==> config.mk <==
export PLATFORM = sky130hd
export DESIGN_NAME = wb_write_arbiter
export DESIGN_NICKNAME = d
export VERILOG_FILES = /design/src/rtl/wb_write_arbiter_pkg.sv /design/src/rtl/wb_result_fifo.sv /design/src/rtl/wb_write_arbiter.sv
export SDC_FILE = /design/constraint.sdc
export NUM_CORES = 1
export LEC_CHECK = 0
export ABC_AREA = 1
export BUFFER_PORTS_ARGS = -buffer_cell sky130_fd_sc_hd__buf_2
export CORE_ASPECT_RATIO = 1.5
export CORE_MARGIN = 1
export CORE_UTILIZATION = 52
export DETAILED_ROUTE_END_ITERATION = 10
export PLACE_DENSITY = 0.82
export SETUP_SLACK_MARGIN = 0.5
export SLEW_MARGIN = 5
export SYNTH_ARGS = -nofsm -noshare
export SYNTH_HDL_FRONTEND = slang
export SYNTH_SLANG_ARGS = --single-unit
==> constraint.sdc <==
create_clock -name clk -period 3.2 [get_ports clk]
set_input_delay 0.48 -clock clk [delete_from_list [all_inputs] [get_ports clk]]
set_output_delay 0.48 -clock clk [all_outputs]
set_load 0.03 [all_outputs]
==> src/rtl/wb_write_arbiter_pkg.sv <==
// Shared register-bus widths, write-enable encodings and the arbiter defaults.
package wb_write_arbiter_pkg;
  localparam int REG_BUS_W      = 32;
  localparam int REG_ADDR_W     = 5;
  localparam int MUL_FIFO_DEPTH = 2;
  localparam int STARVE_THRESH  = 4;

  localparam logic WRITE_ENABLE  = 1'b1;
  localparam logic WRITE_DISABLE = 1'b0;
  localparam logic [REG_BUS_W-1:0]  ZERO_WORD = '0;
  localparam logic [REG_ADDR_W-1:0] ZERO_ADDR = '0;

  typedef logic [REG_BUS_W-1:0]  reg_bus_t;
  typedef logic [REG_ADDR_W-1:0] reg_addr_t;
endpackage

==> src/rtl/wb_result_fifo.sv <==
// Sync FIFO for late multiply results; exposes every slot so the top can do forwarding lookups.
module wb_result_fifo
  import wb_write_arbiter_pkg::*;
#(
  parameter int DATA_W = REG_BUS_W,
  parameter int ADDR_W = REG_ADDR_W,
  parameter int DEPTH  = MUL_FIFO_DEPTH,
  localparam int PW    = $clog2(DEPTH)
) (
  input  logic                          clk,
  input  logic                          rst,
  input  logic                          push,
  input  logic [ADDR_W-1:0]             push_addr,
  input  logic [DATA_W-1:0]             push_data,
  input  logic                          pop,
  output logic                          full,
  output logic                          empty,
  output logic [ADDR_W-1:0]             head_addr,
  output logic [DATA_W-1:0]             head_data,
  output logic [PW-1:0]                 rd_ptr,
  output logic [DEPTH-1:0]              ent_vld,
  output logic [DEPTH-1:0][ADDR_W-1:0]  ent_addr,
  output logic [DEPTH-1:0][DATA_W-1:0]  ent_data
);
  logic [PW-1:0] wr_ptr;
  logic [PW:0]   count;

  always_ff @(posedge clk or negedge rst) begin
    if (!rst) begin
      rd_ptr  <= '0;
      wr_ptr  <= '0;
      count   <= '0;
      ent_vld <= '0;
    end else begin
      if (push) wr_ptr <= wr_ptr + 1'b1;
      if (pop)  rd_ptr <= rd_ptr + 1'b1;
      case ({push, pop})
        2'b10:   count <= count + 1'b1;
        2'b01:   count <= count - 1'b1;
        default: ;
      endcase
      // pop and push never target the same slot: push needs !full, pop needs !empty
      if (pop)  ent_vld[rd_ptr] <= 1'b0;
      if (push) ent_vld[wr_ptr] <= 1'b1;
    end
  end

  always_ff @(posedge clk) begin
    if (push) begin
      ent_addr[wr_ptr] <= push_addr;
      ent_data[wr_ptr] <= push_data;
    end
  end

  assign full      = (count == (PW+1)'(DEPTH));
  assign empty     = (count == '0);
  assign head_addr = ent_addr[rd_ptr];
  assign head_data = ent_data[rd_ptr];
endmodule

==> src/rtl/wb_write_arbiter.sv <==
// Single regfile write port shared by the MEM/WB pipe (priority) and buffered multiply results.
module wb_write_arbiter
  import wb_write_arbiter_pkg::*;
#(
  parameter int DATA_W     = REG_BUS_W,
  parameter int ADDR_W     = REG_ADDR_W,
  parameter int DEPTH      = MUL_FIFO_DEPTH,
  parameter int STARVE_MAX = STARVE_THRESH
) (
  input  logic              clk,
  input  logic              rst,
  input  logic              pipe_we,
  input  logic [ADDR_W-1:0] pipe_waddr,
  input  logic [DATA_W-1:0] pipe_wdata,
  input  logic              mul_valid,
  input  logic [ADDR_W-1:0] mul_waddr,
  input  logic [DATA_W-1:0] mul_wdata,
  output logic              mul_ready,
  output logic              we,
  output logic [ADDR_W-1:0] waddr,
  output logic [DATA_W-1:0] wdata,
  input  logic [ADDR_W-1:0] lk_addr1,
  output logic              lk_hit1,
  output logic [DATA_W-1:0] lk_data1,
  input  logic [ADDR_W-1:0] lk_addr2,
  output logic              lk_hit2,
  output logic [DATA_W-1:0] lk_data2,
  output logic              stallreq
);
  localparam int PW = $clog2(DEPTH);
  localparam int SW = $clog2(STARVE_MAX + 1);

  logic                         full, empty, push, pop, pipe_act;
  logic [ADDR_W-1:0]            head_addr;
  logic [DATA_W-1:0]            head_data;
  logic [PW-1:0]                rd_ptr, idx;
  logic [DEPTH-1:0]             ent_vld;
  logic [DEPTH-1:0][ADDR_W-1:0] ent_addr;
  logic [DEPTH-1:0][DATA_W-1:0] ent_data;
  logic [SW-1:0]                starve;
  logic [1:0][ADDR_W-1:0]       lk_addr_v;
  logic [1:0]                   lk_hit_v;
  logic [1:0][DATA_W-1:0]       lk_data_v;

  assign pipe_act  = pipe_we && (pipe_waddr != '0);
  assign mul_ready = rst && !full;
  // address-0 results complete the handshake but are dropped
  assign push      = mul_valid && mul_ready && (mul_waddr != '0);
  assign pop       = rst && !pipe_act && !empty;

  wb_result_fifo #(.DATA_W(DATA_W), .ADDR_W(ADDR_W), .DEPTH(DEPTH)) u_fifo (
    .clk(clk), .rst(rst), .push(push), .push_addr(mul_waddr), .push_data(mul_wdata),
    .pop(pop), .full(full), .empty(empty), .head_addr(head_addr), .head_data(head_data),
    .rd_ptr(rd_ptr), .ent_vld(ent_vld), .ent_addr(ent_addr), .ent_data(ent_data)
  );

  always_comb begin
    we    = WRITE_DISABLE;
    waddr = '0;
    wdata = '0;
    if (rst && pipe_act) begin
      we    = WRITE_ENABLE;
      waddr = pipe_waddr;
      wdata = pipe_wdata;
    end else if (pop) begin
      we    = WRITE_ENABLE;
      waddr = head_addr;
      wdata = head_data;
    end
  end

  always_ff @(posedge clk or negedge rst) begin
    if (!rst)                                  starve <= '0;
    else if (pop || empty)                     starve <= '0;
    else if (pipe_act && starve != SW'(STARVE_MAX)) starve <= starve + 1'b1;
  end

  assign stallreq = (starve == SW'(STARVE_MAX));

  // walk oldest to youngest so the youngest match is left standing
  assign lk_addr_v = {lk_addr2, lk_addr1};
  always_comb begin
    lk_hit_v  = '0;
    lk_data_v = '0;
    idx       = '0;
    for (int p = 0; p < 2; p++) begin
      for (int k = 0; k < DEPTH; k++) begin
        idx = rd_ptr + PW'(k);
        if (lk_addr_v[p] != '0 && ent_vld[idx] && ent_addr[idx] == lk_addr_v[p]) begin
          lk_hit_v[p]  = 1'b1;
          lk_data_v[p] = ent_data[idx];
        end
      end
    end
  end

  assign lk_hit1  = lk_hit_v[0];
  assign lk_data1 = lk_data_v[0];
  assign lk_hit2  = lk_hit_v[1];
  assign lk_data2 = lk_data_v[1];
endmodule

* Word level (Yosys, flattened, before mapping)
Cells that the tools add are included.
Cells by class: add/sub/neg operators 5, magnitude comparators 5, equality and inequality tests 9, muxes and demuxes 41, bitwise logic cells 3, reductions and logical operators 29
Operators by type and width (number):
- 32-bit two-way mux | 11
- 64-bit bitwise mux | 1
- 5-bit two-way mux | 7
- 32-bit demux with 1-bit select | 1
- 5-bit == test | 4
- 5-bit nonzero test | 4
- 1-bit logical AND | 18
- 1-bit two-way mux | 12
- 10-bit bitwise mux | 1
- 1-bit by 2-bit < comparator with 1-bit output (second input constant) | 3
- 3-bit two-way mux | 2
- 5-bit demux with 1-bit select | 1
- 2-bit == test (second input constant) | 2
- 2-bit two-way mux | 2
- 2-bit case mux with 2 select lines | 1
- 2-bit nonzero test | 2
- 3-bit by 1-bit adder with 3-bit output (second input constant) | 1
- 3-bit == test (second input constant) | 1
- 1-bit zero test | 3
- 3-bit != test (second input constant) | 1
- 1-bit adder (second input constant) | 2
- 2-bit by 1-bit adder with 2-bit output (second input constant) | 1
- 2-bit bitwise AND | 1
- 1-bit demux with 1-bit select | 2
- 7 further kinds | 8
Storage, ports and cells: register bits 83, input port bits 88, output and inout port bits 106, word-level logic and storage cells 101

* Longest topological paths before layout
depth after elaboration 9, mapped depth 12, depth with buffers taken out 10

* Modules after synthesis
Synthesis repeated with hierarchy kept, for this count alone.
Unflattened totals: cells, all modules 935, area total of the unflattened synthesis 6229.7 um^2
Modules (own cells, without submodules):
- wb_write_arbiter | instances 1, cells an instance 710, area an instance 3259.4 um^2, sequential area each 75.1 um^2
- wb_result_fifo | instances 1, cells an instance 225, area an instance 2970.3 um^2, sequential area each 2372.3 um^2

* Worst setup path after synthesis
Ideal clock, no wire load.
path kind input to register, start point input rst, end point register u_fifo.ent_addr[0] (netlist name) (enable), setup time 431 ps, arrival 3239 ps, required time 2769 ps, setup slack -470 ps, stages on the path 5, buffers on the path 1, cell sequence clkbuf_1 -> inv_1 -> a21oi_1 -> nand3_1 -> nor2_1
On the way: word-level cells in the longest chain between the ends 3
Ends and longest elaborated chain:
- start, declared | line wb_write_arbiter.sv:11 | input logic rst,
- 1-bit logical AND | line wb_write_arbiter.sv:46 | assign mul_ready = rst && !full;
- named net mul_ready | line wb_write_arbiter.sv:18 | output logic mul_ready,
- 1-bit logical AND (2 in series) | line wb_write_arbiter.sv:48 | assign push = mul_valid && mul_ready && (mul_waddr != '0);
- end signal, assigned by index | line wb_result_fifo.sv:50 | ent_addr[wr_ptr] <= push_addr;
- end, declared | line wb_result_fifo.sv:22 | output logic [DEPTH-1:0][ADDR_W-1:0] ent_addr,
The timed path passes the listed nets, and every way through them passes these cells. A chain may end at the register's enable or synchronous reset.

* Worst setup path after layout
start point register u_fifo.rd_ptr, end point output lk_data2[19]
On the way: word-level cells in the longest chain between the ends 6, elaborated cells on any way between the ends 21, those cells by class add/sub (1); eq/ne (2); mux (14); reduce/logical (4)
Ends and longest elaborated chain:
- start, declared | line wb_result_fifo.sv:20 | output logic [PW-1:0] rd_ptr,
- start signal, assigned | line wb_result_fifo.sv:36 | if (pop) rd_ptr <= rd_ptr + 1'b1;
- 1-bit adder, or another cell as far along | line wb_write_arbiter.sv:88 | idx = rd_ptr + PW'(k);
- 5-bit two-way mux (not written as such) / 1-bit two-way mux (equally long branches) | line wb_write_arbiter.sv:89 | if (lk_addr_v[p] != '0 && ent_vld[idx] && ent_addr[idx] == lk_addr_v[p]) begin
- 5-bit two-way mux (not written as such), or another cell as far along | line wb_write_arbiter.sv:89
- 5-bit == test / 1-bit logical AND (equally long branches) | line wb_write_arbiter.sv:89
- 1-bit logical AND / 32-bit two-way mux (equally long branches) | line wb_write_arbiter.sv:89
- 32-bit two-way mux * | line wb_write_arbiter.sv:89
- end, declared | line wb_write_arbiter.sv:27 | output logic [DATA_W-1:0] lk_data2,
Mark *: on every way between the ends. The rest lies on a longest branch, timed or not. The select of a mux whose other input is x is not followed.

==> flow_summary.rst <==
.. list-table::
   :header-rows: 1

   * - Metric
     - Value
   * - Count of placed standard cells including taps
     - roughly 1100
   * - Routability Congestion
     - ~0.94
   * - Class of the worst hold path
     - in2async
   * - Register area share after synthesis
     - between 40% and 50%
   * - Die Span X
     - roughly 88 µm
   * - Worst IR Drop VDD
     - between 400 and 500 µV
   * - Reg2reg path depth
     - 5
   * - Basic-gate share of the synthesized area counting and, or, nand and nor cells
     - 47.1%
   * - Setup-failing EPs final
     - 0
   * - Routed wire length
     - between 15000 and 20000 µm
   * - Transition at the pin with the smallest max-transition slack
     - approximately 0.58 ns
   * - LEAKAGE
     - about 4.0 nW
   * - Proportion of synthesized flip-flops having asynchronous set or reset
     - a little over a tenth
   * - Net count of the mapped netlist
     - 924
   * - Final worst-path setup slack
     - around 0.44 ns
   * - Clk network pwr share
     - about 16%
   * - Largest buffer count on any clock path
     - 2
   * - Count of vias placed by the detailed router
     - roughly 6500
   * - TritonCTS clock tree
     - done
   * - Floorplan row count
     - 46
   * - RSZ-0062 raised after global routing
     - yes
   * - Number of H-tree levels
     - 3
   * - Cell Area, Synth
     - around 5800 µm²
   * - Net count of the finished layout
     - 1097
   * - Remaining global-route overflow
     - 0
   * - Ys flop type
     - edfxtp_1
   * - CTS Sinks
     - a little over 80
   * - Critical path cell sequence
     - buf_12, clkbuf_16, o21ai_4, nand2_1, nor2_1, nand2_2, nor2_4, buf_12, nand3_1, nand2_1, buf_4
   * - Internal power component
     - around 0.0028 W
   * - CP Data Required Time
     - 2.72 ns
   * - Combinational cell fraction of total power
     - approximately 56%
   * - Final cell count without fillers
     - approximately 1200
   * - Number of antenna violations at the first check in global routing
     - 0
   * - Number of detailed-routing iterations run before antenna repair
     - 5
   * - Setup WS pre-CTS
     - about 0.47 ns
   * - Mean number of vias per cell
     - roughly 5.6
   * - Wire length of the first global-routing pass
     - roughly 26000 µm
   * - CP peak stage delay
     - about 0.48 ns
   * - Warning count from the yosys run
     - 0
   * - Cell count after synthesis
     - 833
   * - Multiplexer share of the synthesized area
     - 0%
   * - Via count of the first global-routing pass
     - approximately 5800
   * - Fin. Hold Viols
     - 0
   * - Post-synthesis adder-cell area fraction
     - less than 1%
   * - Drt first-iter violations
     - about 420
   * - DRC violation count after routing
     - 0
   * - Worst hold slack across all endpoints
     - around 0.26 ns
   * - Sw frac
     - between 40% and 50%
   * - Xor and xnor area share after synthesis
     - 0.908%
   * - Accumulated negative setup slack
     - 0 ns
   * - Antenna Nets Post-Route
     - 0
   * - Critical path launch point type
     - flop
   * - Net switching power
     - 0.00261 W
   * - Max-Slew Margin vs Limit
     - 61.2%
   * - Critical Path Slowest Stage Cell
     - dfrtp_2
   * - Overall die height
     - roughly 130 µm
   * - Clk pin slew, worst setup/hold paths
     - roughly 0.060 ns
   * - Post-synth cell types
     - 25
   * - Number of synthesized register bits
     - 83
   * - Growth of design area from synthesis to finish
     - 31.4%
   * - Worst clock skew
     - 0.00519 ns
   * - Number of fill cells in the layout
     - a little over 900
   * - Sequential Power Share
     - 27.6%
   * - Ratio of final minimum period to clock period
     - a little under nine tenths
   * - Power Dens Cells
     - 708 nW/µm²
   * - Antenna diode instance count
     - 0
   * - Total half-perimeter wirelength after legalization and detailed placement
     - 12000 µm
   * - Critical path start-end classification
     - reg2out
   * - Result of the run
     - finished, final reports clean
   * - Port buffer count
     - just under 200
   * - Share of the synthesized area in compound gates (AO/OA/AOI/OAI)
     - 1.79%
   * - Largest net degree at the start of global routing
     - 52
   * - Max Fclk
     - ~360 MHz
   * - Number of enable-type register cells in the synthesized netlist
     - 74
   * - Total Routing Usage GR
     - a little under 30%
   * - Fraction of final layout cells sized beyond drive strength 1
     - about a quarter
   * - Crit path max fanout
     - 21
   * - Die Footprint
     - approximately 12000 µm²
   * - Crit path time final
     - about 2.8 ns
   * - Number of violations of the max-capacitance limit
     - 0
   * - Combinational family with the most area after synthesis
     - simple AND/OR/NAND/NOR gates
   * - Insertion delay to the later sink of the worst-skew pair
     - roughly 0.33 ns
   * - IO Count
     - approximately 190
   * - Library cell occupying the most area in the post-synthesis netlist
     - edfxtp_1
   * - Initial Utilization
     - approximately 54%
   * - Critical Path Sink Type
     - primary output
   * - Critical path arrival
     - approximately 2.3 ns
   * - Routed wire length per instance
     - ~15 µm
   * - Final number of max-transition violations
     - 0
   * - Top post-synthesis cells by area
     - edfxtp_1 (38%), nand2_1 (26%), nand3_1 (12%), nand4_1 (7.0%), dfrtp_1 (3.9%)
   * - Area of the core
     - around 11000 µm²
   * - Per-instance average area after synthesis
     - just under 7 µm²
   * - Area fraction of the dominant cell type after synthesis
     - 38.4%
   * - Root Buffer Master
     - clkbuf_16
   * - Total CTS buffers
     - 9
==> cell families (layout without fill, tap and decap cells) <==
group,Yosys count,after routing
AOI/OAI and AO/OA,20,20
xor gates and xnor gates,6,6
adders and majority gates,3,3
buffers and inverters,95,272
DFF,83,83
and+or+nand+nor,626,626
==> power by group through the flow <==
stage          registers [W]  clock network [W]  logic, W
6_report             0.00149           0.000882   0.00302
5_1_grt              0.00151           0.000925   0.00327
4_1_cts              0.00148           0.000895   0.00277
3_5_place_dp         0.00149                  0   0.00267
3_3_place_gp         0.00148                  0   0.00264
2_1_floorplan        0.00147                  0   0.00201
==> worst paths after layout <==
check | from | to | slack [ns]
worst max-delay path | u_fifo.rd_ptr$_DFFE_PN0P_ | lk_data2[19] | 0.44
worst max register to register | u_fifo.count[0]$_DFFE_PN0P_ | u_fifo.ent_data[39]$_DFFE_PP_ | 1.10
worst min-delay path | rst | u_fifo.ent_vld[0]$_DFF_PN0_ | 0.26
worst min register to register | u_fifo.ent_vld[0]$_DFF_PN0_ | u_fifo.ent_vld[0]$_DFF_PN0_ | 0.53
max in group asynchronous | rst | u_fifo.count[0]$_DFFE_PN0P_ | 2.41
min in group clk | mul_wdata[26] | u_fifo.ent_data[58]$_DFFE_PP_ | 0.33
==> state kept, by name, indices dropped and copies added, names as in the netlist <==
| register | count |
|---|---|
| u_fifo.ent_data | 64 |
| u_fifo.ent_addr | 10 |
| starve | 3 |
| u_fifo.count | 2 |
| u_fifo.ent_vld | 2 |
| u_fifo.rd_ptr | 1 |
| u_fifo.wr_ptr | 1 |
==> per-stage QoR <==
stage,instance area (µm²),power [W],utilization (%)
floorplan,5810,0.00347,-
global placement,6900,0.00412,64.4
detailed placement,6900,0.00416,64.4
CTS,7320,0.00514,68.4
global route,7610,0.00570,71.1
finish,7610,0.00539,71.1
==> cells in the mapped netlist, drive strengths merged (2+ instances only) <==
master and count:
o21ai 16, edfxtp 74, nand2 400, nand3 138
clkbuf 16, buf 42, nor2 22, ha 3
xnor2 2, nand4 65, inv 36, a21oi 4
dfrtp 9, xor2 4
==> critical path, delay by kind of cell (launching register included) <==
kind                   cells  cell delay (ns)
DFF                        1             0.48
AOI/OAI and AO/OA          1             0.16
buffers and inverters      4             0.66
and+or+nand+nor            6             0.64
==> area by class of cell <==
type                    instances  area (µm²)  share of cell area (%)
well taps                     144         180                    2.37
clock buffers                  11         233                    3.06
repair buffers                219        1560                    20.5
multi-input cells             655        3010                    39.5
inverters                      37         154                    2.02
repair inverters                1        8.76                   0.115
clock inverters                 4        18.8                   0.247
flip-flops and latches         83        2450                    32.2
==> cell usage in the layout, fill, tap and decap left out, drive strengths merged, types with 2 or more instances in the layout <==
master and count:
o21ai 16, clkbuf 43, nand3 138, nand2 400, clkinv 5, nor2 22, edfxtp 74, a21oi 4
buf 186, ha 3, inv 36, dfrtp 9, nand4 65, xor2 4, xnor2 2
==> layer usage <==
| metal | vias up | wire length, µm | global-route usage (%) |
|---|---|---|---|
| li1 | 3142 | - | - |
| met1 | 2905 | 6420 | 33.2 |
| met2 | 379 | 9100 | 51.3 |
| met3 | 62 | 1310 | 4.27 |
| met4 | 0 | 623 | 14.5 |
| met5 | - | 0 | 0 |
==> repair_timing <==
item | 4_1_cts | 5_1_grt
gates cloned | 0 | 2
hold buffers | 1 | 0
setup endpoints to repair | 91 | 101
pin swaps | 2 | 3
setup buffers | 3 | 3
endpoints found under the hold margin | 5 | 0
gates resized for setup | 38 | 80
No activity file was read; power rests on OpenSTA's default activity.
